--- config.mk ---
export PLATFORM = sky130hd
export DESIGN_NAME = ir_prefetch_queue
export DESIGN_NICKNAME = d
export VERILOG_FILES = /design/src/rtl/ir_prefetch_queue.sv
export SDC_FILE = /design/constraint.sdc
export NUM_CORES = 1
export LEC_CHECK = 0
export ABC_AREA = 0
export ABC_CLOCK_PERIOD_IN_PS = 6300
export CORE_MARGIN = 2
export CORE_UTILIZATION = 45
export CTS_CLUSTER_SIZE = 24
export DETAILED_ROUTE_END_ITERATION = 6
export PLACE_DENSITY = 0.7
export SLEW_MARGIN = 0
export SYNTH_ARGS = -nofsm -noshare
export SYNTH_HDL_FRONTEND = slang
export SYNTH_SLANG_ARGS = --single-unit
--- constraint.sdc ---
create_clock -name clk -period 6.3 [get_ports clk]
set_input_delay 0.63 -clock clk [delete_from_list [all_inputs] [get_ports clk]]
set_output_delay 0.63 -clock clk [all_outputs]
set_load 0.01 [all_outputs]
--- src/rtl/ir_prefetch_queue.sv ---
// Instruction register fed by a DEPTH-entry in-order prefetch queue, with opcode/rd/rs decode of the head word.
// Define IR_BYPASS_EN to let a bus word reach IR_OUT in the same cycle when the queue is empty.
module ir_prefetch_queue #(
  parameter int WIDTH = 16,
  parameter int DEPTH = 4,
  parameter int OPC_W = 4,
  parameter int REG_W = 4
) (
  input  logic                     clk,
  input  logic                     reset,
  input  logic [WIDTH-1:0]         bus_in,
  input  logic                     ir_en,
  input  logic                     advance,
  input  logic                     flush,
  output logic [WIDTH-1:0]         IR_OUT,
  output logic                     ir_valid,
  output logic [OPC_W-1:0]         opcode,
  output logic [REG_W-1:0]         rd,
  output logic [REG_W-1:0]         rs,
  output logic                     full,
  output logic [$clog2(DEPTH):0]   count,
  output logic                     overflow
);

  localparam int PW = $clog2(DEPTH);
  localparam int CW = PW + 1;

  if (OPC_W + 2 * REG_W > WIDTH) begin : g_width_chk
    $error("ir_prefetch_queue: OPC_W + 2*REG_W exceeds WIDTH");
  end
  if ((DEPTH < 2) || ((DEPTH & (DEPTH - 1)) != 0)) begin : g_depth_chk
    $error("ir_prefetch_queue: DEPTH must be a power of two >= 2");
  end

  logic [WIDTH-1:0] mem_q [DEPTH];
  logic [PW-1:0]    wr_q, wr_d, rd_q, rd_d;
  logic [CW-1:0]    count_q, count_d;
  logic             ovf_q, ovf_d;
  logic             empty, is_full, bypass_take, do_push, do_pop, do_drop;
  logic [WIDTH-1:0] head;
  logic             head_valid;

  always_comb begin
    empty   = (count_q == '0);
    is_full = (count_q == CW'(DEPTH));
`ifdef IR_BYPASS_EN
    bypass_take = empty && ir_en && advance;
`else
    bypass_take = 1'b0;
`endif
    // A full queue still accepts a push when the head is consumed on the same edge.
    do_push = ir_en && (!is_full || advance) && !bypass_take;
    do_pop  = advance && !empty;
    do_drop = ir_en && is_full && !advance;

    wr_d    = wr_q;
    rd_d    = rd_q;
    count_d = count_q;
    ovf_d   = ovf_q;
    if (flush) begin
      wr_d    = '0;
      rd_d    = '0;
      count_d = '0;
      ovf_d   = 1'b0;
    end else begin
      if (do_push) wr_d = wr_q + PW'(1);
      if (do_pop)  rd_d = rd_q + PW'(1);
      case ({do_push, do_pop})
        2'b10:   count_d = count_q + CW'(1);
        2'b01:   count_d = count_q - CW'(1);
        default: count_d = count_q;
      endcase
      if (do_drop) ovf_d = 1'b1;
    end
  end

  always_ff @(posedge clk or negedge reset) begin
    if (!reset) begin
      wr_q    <= '0;
      rd_q    <= '0;
      count_q <= '0;
      ovf_q   <= 1'b0;
    end else begin
      wr_q    <= wr_d;
      rd_q    <= rd_d;
      count_q <= count_d;
      ovf_q   <= ovf_d;
    end
  end

  // Storage needs no reset: count gates every read.
  always_ff @(posedge clk) begin
    if (do_push && !flush) mem_q[wr_q] <= bus_in;
  end

  always_comb begin
    head       = '0;
    head_valid = 1'b0;
    if (!empty) begin
      head       = mem_q[rd_q];
      head_valid = 1'b1;
    end
`ifdef IR_BYPASS_EN
    if (empty && ir_en && !flush) begin
      head       = bus_in;
      head_valid = 1'b1;
    end
`endif
  end

  assign IR_OUT   = head;
  assign ir_valid = head_valid;
  assign opcode   = head[WIDTH-1 -: OPC_W];
  assign rd       = head[WIDTH-1-OPC_W -: REG_W];
  assign rs       = head[WIDTH-1-OPC_W-REG_W -: REG_W];
  assign full     = is_full;
  assign count    = count_q;
  assign overflow = ovf_q;

endmodule

==> summary.txt, run 1 <==
GRT
  • GR Overflow Total: 0
  • Pin count of the biggest net entering global routing: 19
  • Vias in the first global route: ~1500
  • All-layer global routing usage: 0.143
  • First-pass GRT wire length: 7.84 mm
  • Initial antenna violation count: 0

STA
  • Setup_tns: 0 ns
  • Post-route setup slack: 2.99 ns
  • Relative slew slack: 0.338
  • F_max: 302 MHz
  • Endpoints failing hold: 0
  • Final critical-path share of the clock period: 0.526
  • Final setup vio count: 0
  • Worst slew pin tran: a little under 1 ns
  • Clock Skew: 0.00759 ns
  • Unrepaired setup endpoints after global routing: no
  • Crit path time final: 3.31 ns
  • Final slew viol count: 0

Detailed routing
  • Vias per cell: ~5
  • WL final: 5.04 mm
  • Via Count: 1624
  • Post-DR wirelength/cell: 15.6 microns
  • Drt first pass iters: 4
  • Routed Antenna Nets: 0
  • Initial DRC Count: 77
  • DRC viols: 0

Floorplan
  • Die H: 88.2 microns
  • Chip Width: just under 90 microns
  • Core Footprint: between 6000 and 7000 sq um
  • Initial core utilization: 0.467
  • Die area: ~7800 sq um
  • FP Rows: 30
  • Ports: 55

Cells and area
  • Nets: 248
  • Fin area: 3850 sq um
  • Layout cells sized above 1: 0.119
  • # diodes: 0
  • Area grow syn2layout: 20.7%

Place
  • DP HPWL: 3.20 mm
  • Port-buffer cells: 54
  • Routability congestion estimate: 0.736
  • Cell Area, Placed: 3670 sq um
  • Post-Place Setup Slack: 3.29 ns

Clock tree
  • CTS Buffer Depth: 2
  • H-tree levels: 3
  • CTS tree: done
  • Root Buffer: clkbuf_8
  • Clock Latency Late Sink: ~0.33 ns
  • Clock Pin Slew Worst Setup and Hold Paths: around 0.070 ns
  • CTS Hold Bufs: 0
  • CTS Sinks: 72
  • CTS Buf Count: 9
  • Post-CTS Setup Inserts: 0
  • Quantity of gates resized following cts: 0

Worst setup path
  • Worst Reg-to-Reg Cells: 6
  • CP required: approximately 5.7 ns
  • Crit end category: output pin
  • Max FO, Critical Path: 18
  • Reg-to-Reg Start: count[0]$_DFFE_PN0P_
  • Critical path startpoint: rd_q[0]$_DFFE_PN0P_
  • Reg2reg end: count[2]$_DFFE_PN0P_
  • Worst setup path end: IR_OUT[1]
  • Worst setup SP type: register
  • Crit path DAT: 2.68 ns
  • CP Class: reg -> out
  • Reg-to-reg setup timing slack: 4.00 ns

Yosys
  • Area fraction of the dominant cell type after synthesis: 0.602
  • Seq/Total Area, Yosys: 0.665
  • Number of synthesis warnings: 0
  • Commonest cells post-synth: 64 x edfxtp_1, 13 x buf_4, 9 x nor2b_1
  • Cell variety after synth: 40
  • Syn Nets: 206
  • Mapped Cells: 180
  • Top post-synthesis cells by area: edfxtp_1 60%, mux4_1 6.6%, dfrtp_1 6.3%
  • Synth Area per Inst: ~18 sq um
  • Top cell type by total area after synthesis: edfxtp_1
  • Synthesized area: 3190 sq um
  • Synth Flop Type: edfxtp_1
  • Synth async-reset ratio: 0.111
  • #FFs+latches synth: 72
  • Cell with the most instances after synthesis: edfxtp_1
  • Post-synth EDFFs: 64

Power and ir drop
  • Leak Pwr: 1.29 nW
  • Peak supply drop: roughly 0.10 mV
  • PwrDens: 281 nW/um^2
  • Total Power: 1.08 mW

Min path
  • Hold crit path type: reg -> reg
  • Worst hold stages: 2

Outcome
  • Status: finished, final reports clean

Flow run
  • Max-cap violations: 0
[area by class of cell]
cell class,instances,area (sq um)
clock buffers,9,124
clock inverters,7,62.6
fillers,548,2980
inverters,6,22.5
multi-input cells,79,863
flip-flops and latches,72,2120
well taps,96,120
repair buffers,54,541
[metrics by stage]
step / hold WS (ns) / util / instances
2_1_floorplan: 0.334 / - / 180
3_3_place_gp: 0.486 / 0.537 / 307
3_5_place_dp: 0.495 / 0.537 / 307
4_1_cts: 0.516 / 0.564 / 323
5_1_grt: 0.539 / 0.564 / 323
6_report: 0.513 / 0.564 / 323
[cell usage in the layout, fill, tap and decap left out, types with 2 or more instances in the layout]
master	Yosys	final
clkdlybuf4s50_1	0	54
mux4_1	8	8
clkinvlp_4	0	2
ha_1	4	4
mux4_2	8	8
and2b_2	2	2
clkinv_2	0	2
xor2_1	3	3
o21ai_0	3	3
edfxtp_1	64	64
clkbuf_8	0	9
and2b_1	5	5
nor2_1	5	5
nor2b_1	9	9
inv_1	6	6
a21oi_1	4	4
dfrtp_1	8	8
o2111ai_1	2	2
clkinv_1	0	2
and2_1	4	4
nand3_1	3	3
[power by group]
part	leakage, nW	switching [mW]	total (mW)	internal [mW]
Clock	0.0901	0.158	0.337	0.178
Combinational	0.510	0.0749	0.190	0.115
Sequential	0.690	0.0227	0.558	0.535
Total	1.29	0.256	1.08	0.829
[worst max-delay path: stages (launching register included)]
cell and delay [ns]:
dfrtp_1 1.00, mux4_1 0.68, and2b_2 0.21, clkdlybuf4s50_1 0.47
[flip-flops by register name (all words and copies together), names as in the netlist]
register / count
mem_q: 64
count: 3
rd_q: 2
wr_q: 2
overflow: 1
[cells by family (layout without fill, tap and decap cells)]
group,after synthesis,after routing,share of synthesized area
flops,72,72,0.665
simple gates,38,38,0.0823
buf+inv,29,76,0.0650
compound gates,16,16,0.0329
mux,16,16,0.122
fa+ha+maj,5,5,0.0219
xor+xnor,4,4,0.0110
[how the worst min path moves through the flow]
stage / start / endpoint / slack, ns
6_report: overflow$_DFFE_PN0P_ / overflow$_DFFE_PN0P_ / 0.51
5_1_grt: overflow$_DFFE_PN0P_ / overflow$_DFFE_PN0P_ / 0.54
4_1_cts: overflow$_DFFE_PN0P_ / overflow$_DFFE_PN0P_ / 0.52
3_5_place_dp: overflow$_DFFE_PN0P_ / overflow$_DFFE_PN0P_ / 0.50
3_3_place_gp: overflow$_DFFE_PN0P_ / overflow$_DFFE_PN0P_ / 0.49
2_1_floorplan: reset / count[0]$_DFFE_PN0P_ / 0.33
[routing by layer]
layer / global-route usage / share of wire / wire length (microns)
met2: 0.221 / 0.50 / 2500
met3: 0.0550 / 0.058 / 293
met5: 0 / 0 / 0
met1: 0.178 / 0.43 / 2190
met4: 0.0702 / 0.011 / 57
No activity file was read; power rests on OpenSTA's default activity.
==> run 2: changes to the inputs <==
- ABC_CLOCK_PERIOD_IN_PS: 6300 -> 2700
- PLACE_DENSITY: 0.7 -> 0.72
- clock period: 6.3 -> 2.7 ns (I/O delays scaled with it)
==> run 2 against run 1 <==
  * Die area is the same
  * Sequential share of layout area shrank 1.8 points
  * Combinational power rose to 2.6 times the previous value
  * Global-route usage rose by 0.36 points
==> summary.txt, run 2 (synthesized netlist as in run 1, its figures left out) <==
GRT
  • Vias in the first global route: between 1500 and 2000
  • All-layer global routing usage: 0.147
  • GR Overflow Total: 0
  • First-pass GRT wire length: 8.09 mm
  • Pin count of the biggest net entering global routing: 18
  • Initial antenna violation count: 0

STA
  • Endpoints failing hold: 0
  • Final slew viol count: 0
  • Worst hold slack: 0.230 ns
  • Worst slew pin tran: 0.488 ns
  • F_max: 410 MHz
  • Unrepaired setup endpoints after global routing: no
  • Crit path time final: 2.44 ns
  • Clock Skew: roughly 0.0057 ns
  • Setup_tns: 0 ns
  • Final setup vio count: 0
  • Final critical-path share of the clock period: 0.904
  • Relative slew slack: 0.675
  • Post-route setup slack: 0.260 ns

Place
  • Port-buffer cells: 54
  • Post-Place Cells: 320
  • Cell Area, Placed: 3780 sq um
  • Routability congestion estimate: 0.829
  • Post-Place Setup Slack: about 0.45 ns
  • DP HPWL: 3.56 mm

Worst setup path
  • Peak per-stage delay on the critical path: 0.56 ns
  • Critical Path Slowest Stage Cell: mux4_1
  • CP Class: reg -> out
  • CP required: 2.43 ns
  • Crit path DAT: 2.17 ns
  • CP bufs+invs: 2
  • Worst setup SP type: register
  • Worst Reg-to-Reg Cells: 6
  • Max FO, Critical Path: 10
  • Reg-to-Reg Start: count[0]$_DFFE_PN0P_
  • Reg2reg end: count[2]$_DFFE_PN0P_
  • Crit end category: output pin
  • Worst path top cell family by delay: buffers and inverters
  • Cell chain of the critical path: buf_4 -> mux4_1 -> and2b_2 -> clkdlybuf4s50_1
  • Critical path startpoint: rd_q[0]$_DFFE_PN0P_
  • Reg-to-reg setup timing slack: 0.43 ns

Detailed routing
  • Vias per cell: 4.94
  • Drt first pass iters: 4
  • DRC viols: 0
  • WL final: 5.18 mm
  • Via Count: 1661
  • Post-DR wirelength/cell: around 15 microns
  • Initial DRC Count: slightly above 50
  • Routed Antenna Nets: 0

Power and ir drop
  • Clock group share of total power: 0.332
  • Internal Pwr Total: between 2 and 2.5 mW
  • Combinational Power Share: 0.186
  • PwrDens: 665 nW/um^2
  • Leak Pwr: 1.37 nW
  • Peak supply drop: about 0.39 mV
  • Sequential fraction of design power: 0.483
  • Sw Share: 0.224
  • Sw power: approximately 0.59 mW

Cells and area
  • Most frequent cells in the layout: 64 x edfxtp_1, 54 x clkdlybuf4s50_1, 12 x buf_4, 9 x nor2b_1, 9 x clkbuf_8
  • Fin area: 3980 sq um
  • Layout cells sized above 1: 0.158
  • Non-Filler Instances: 336
  • Area grow syn2layout: 24.7%
  • # diodes: 0
  • Max reg flops: 64
  • Commonest non-fill, non-tap cell in the layout: edfxtp_1
  • Largest Register: mem_q
  • Nets: 261

Floorplan
  • Initial core utilization: 0.467
  • Ports: 55
  • Chip Width: 88.2 microns
  • Die H: 88.2 microns
  • Die area: 7790 sq um
  • Core Footprint: 6830 sq um
  • FP Rows: 30

Min path
  • Hold crit path type: in -> async

Clock tree
  • CTS Buf Count: 9
  • H-tree levels: 3
  • CTS Hold Bufs: 0
  • CTS Buffer Depth: 2
  • CTS Sinks: 72
  • Post-CTS Setup Inserts: 0
  • Clock Latency Late Sink: roughly 0.34 ns
  • Root Buffer: clkbuf_8
  • Clock Pin Slew Worst Setup and Hold Paths: 0.07 ns
  • CTS tree: done
  • Quantity of gates resized following cts: 0

Flow run
  • Max-cap violations: 0

Outcome
  • Status: finished, final reports clean
==> run 2: cell count changes in the layout (fill, tap and decap cells not counted), sizes merged <==
cell,delta
buf,+13
clkbuf,+3
clkinv,-2
clkinvlp,-2
bufinv,+1
==> run 2: through the flow <==
| step | total power [mW] | utilization |
|---|---|---|
| 6_report | 2.65 | 0.583 |
| 5_1_grt | 2.77 | 0.583 |
| 4_1_cts | 2.68 | 0.583 |
| 3_5_place_dp | 1.80 | 0.553 |
| 3_3_place_gp | 1.80 | 0.553 |
| 2_1_floorplan | 1.60 | - |
==> run 2: power by group through the flow <==
stage                     clock network (mW)  logic, mW  registers, mW
after global routing                   0.949      0.535           1.28
after detailed placement                   0      0.500           1.30
final                                  0.878      0.492           1.28
after CTS                              0.897      0.501           1.28
after floorplan                            0      0.317           1.29
after global placement                     0      0.495           1.30
==> run 2: metal layers <==
metal	share of wire	GRT usage	up-vias
met4	0.021	0.0661	0
met3	0.045	0.0476	10
met5	0	0	-
li1	-	-	790
met2	0.51	0.243	50
met1	0.42	0.177	811
==> run 2: area by class of cell <==
class | instances | area (sq um)
Multi-Input combinational cell | 79 | 863
Clock buffer | 12 | 135
Sequential cell | 72 | 2120
Inverter | 6 | 22.5
Timing Repair Buffer | 67 | 651
Clock inverter | 4 | 68.8
Fill cell | 553 | 2850
Tap cell | 96 | 120
==> run 2: worst max path at each step <==
stage,slack (ns),depth (start not counted),endpoint
3_3_place_gp,0.50,6,count[2]$_DFFE_PN0P_
3_5_place_dp,0.45,6,count[2]$_DFFE_PN0P_
5_1_grt,0.16,4,rd[3]
2_1_floorplan,0.53,7,count[2]$_DFFE_PN0P_
6_report,0.26,4,IR_OUT[11]
4_1_cts,0.21,4,IR_OUT[11]
==> run 3: changes to the inputs <==
- ABC_AREA: 0 -> default
- CORE_UTILIZATION: 45 -> 47
- PLACE_DENSITY: 0.72 -> 0.75
==> run 3 against run 2 <==
  * Register-to-register slack improved by 0.06 ns
  * Cell count decreased by 5.1%
  * Routed wire length increased by 4.1%
  * Total power decreased by 3.3%
  * Non-clock buffer count decreased by 1
  * Combinational power increased by 4.5%
  * Worst setup slack got worse by 0.076 ns
  * Via count increased by 4.1%
  * Critical endpoint is now IR_OUT[1]
  * Largest cell class unchanged
==> summary.txt, run 3 (synthesized netlist as in run 1, its figures left out) <==
Detailed routing
  • DRC viols: 0
  • Initial DRC Count: 97
  • Drt first pass iters: 4
  • Routed Antenna Nets: 0
  • Vias per cell: 5.42
  • Via Count: 1729
  • WL final: 5.39 mm
  • Post-DR wirelength/cell: roughly 17 microns

Floorplan
  • Die area: 7470 sq um
  • Die H: 86.4 microns
  • Chip Width: 86.4 microns
  • Core Footprint: roughly 6700 sq um
  • Initial core utilization: 0.478
  • FP Rows: 30
  • Ports: 55

Power and ir drop
  • Combinational Power Share: 0.201
  • Leak Pwr: 1.36 nW
  • Sw power: 0.602 mW
  • Internal Pwr Total: 1.96 mW
  • Sw Share: 0.235
  • PwrDens: 646 nW/um^2
  • Clock group share of total power: 0.305
  • Total Power: 2.56 mW
  • Sequential fraction of design power: 0.494
  • Peak supply drop: 0.269 mV

STA
  • Crit path time final: roughly 2.5 ns
  • Unrepaired setup endpoints after global routing: no
  • Final critical-path share of the clock period: 0.932
  • Setup_tns: 0 ns
  • F_max: 398 MHz
  • Clock Skew: 0.00450 ns
  • Relative slew slack: 0.711
  • Final setup vio count: 0
  • Worst slew pin tran: 0.433 ns
  • Final slew viol count: 0
  • Endpoints failing hold: 0

Cells and area
  • Sequential cell area: 2120 sq um
  • Nets: 260
  • Non-Filler Instances: 319
  • Largest Register: mem_q
  • Max reg flops: 64
  • Most frequent cells in the layout: 64 x edfxtp_1, 54 x clkdlybuf4s50_1, 9 x nor2b_1, 9 x clkbuf_8, 9 x buf_4
  • Area grow syn2layout: 24.1%
  • Multi-input combinational cell area: 863 sq um
  • Commonest non-fill, non-tap cell in the layout: edfxtp_1
  • Fillers: between 500 and 600
  • Layout cells sized above 1: 0.163
  • # diodes: 0

Clock tree
  • CTS Buf Count: 9
  • CTS Hold Bufs: 0
  • H-tree levels: 3
  • CTS tree: done
  • CTS Sinks: 72
  • Root Buffer: clkbuf_8
  • Clock Latency Late Sink: 0.33 ns
  • Clock Pin Slew Worst Setup and Hold Paths: 0.07 ns
  • Post-CTS Setup Inserts: 0
  • CTS Buffer Depth: 2
  • Quantity of gates resized following cts: 0

GRT
  • GR Overflow Total: 0
  • First-pass GRT wire length: 8.45 mm
  • Pin count of the biggest net entering global routing: 18
  • All-layer global routing usage: 0.155
  • Initial antenna violation count: 0
  • Vias in the first global route: 1685

Worst setup path
  • Crit end category: output pin
  • Max FO, Critical Path: 13
  • Critical Path Slowest Stage Cell: mux4_1
  • CP Class: reg -> out
  • Cell chain of the critical path: buf_4 -> mux4_1 -> and2b_2 -> clkdlybuf4s50_1
  • Crit path DAT: 2.25 ns
  • CP required: 2.43 ns
  • Peak per-stage delay on the critical path: about 0.62 ns
  • Worst setup SP type: register

Place
  • Routability congestion estimate: 0.752
  • Post-Place Cells: just over 300
  • Port-buffer cells: 54
  • DP HPWL: 3.60 mm

Flow run
  • Max-cap violations: 0

Min path
  • Hold crit path type: in -> async

Outcome
  • Status: finished, final reports clean
[run 3: worst max-delay path, delay by kind of cell, from the launching register on]
family / cells / cell delay (ns)
buf+inv: 2 / 0.73
flops: 1 / 0.35
mux: 1 / 0.62
simple gates: 1 / 0.21
[run 3: per-stage QoR]
stage,worst slack (ns),util,area (sq um),hold WS (ns)
after floorplan,0.529,-,3190,-0.0256
after global placement,0.406,0.565,3780,0.492
after detailed placement,0.346,0.565,3780,0.492
after CTS,0.153,0.593,3960,0.226
after global routing,0.0952,0.593,3960,0.231
final,0.185,0.593,3960,0.234
[run 3: metal layers]
| layer | track usage | part of all wire |
|---|---|---|
| met1 | 0.190 | 0.41 |
| met2 | 0.259 | 0.53 |
| met3 | 0.0448 | 0.045 |
| met4 | 0.0625 | 0.0091 |
| met5 | 0 | 0 |
[run 3: final timing paths]
check	slack, ns	cells after the start	start	endpoint
hold / removal	0.23	1	reset	overflow$_DFFE_PN0P_
setup / recovery	0.18	4	rd_q[0]$_DFFE_PN0P_	IR_OUT[1]
max in group asynchronous	2.18	1	reset	count[0]$_DFFE_PN0P_
setup reg to reg	0.49	6	count[2]$_DFFE_PN0P_	count[2]$_DFFE_PN0P_
hold reg to reg	0.50	2	overflow$_DFFE_PN0P_	overflow$_DFFE_PN0P_
min in group clk	0.50	2	overflow$_DFFE_PN0P_	overflow$_DFFE_PN0P_
[run 3: final cells by class]
cell class              count  area share
clock inverters             7      0.0158
flip-flops and latches     72       0.536
well taps                  80      0.0253
repair buffers             66       0.169
multi-input cells          79       0.218
clock buffers               9      0.0313
inverters                   6     0.00568
[run 3: power groups by stage]
| stage | Sequential, mW | Clock [mW] | Combinational [mW] |
|---|---|---|---|
| 3_3_place_gp | 1.29 | 0 | 0.511 |
| 6_report | 1.27 | 0.781 | 0.514 |
| 5_1_grt | 1.27 | 0.853 | 0.556 |
| 2_1_floorplan | 1.29 | 0 | 0.317 |
| 4_1_cts | 1.27 | 0.804 | 0.523 |
| 3_5_place_dp | 1.29 | 0 | 0.521 |
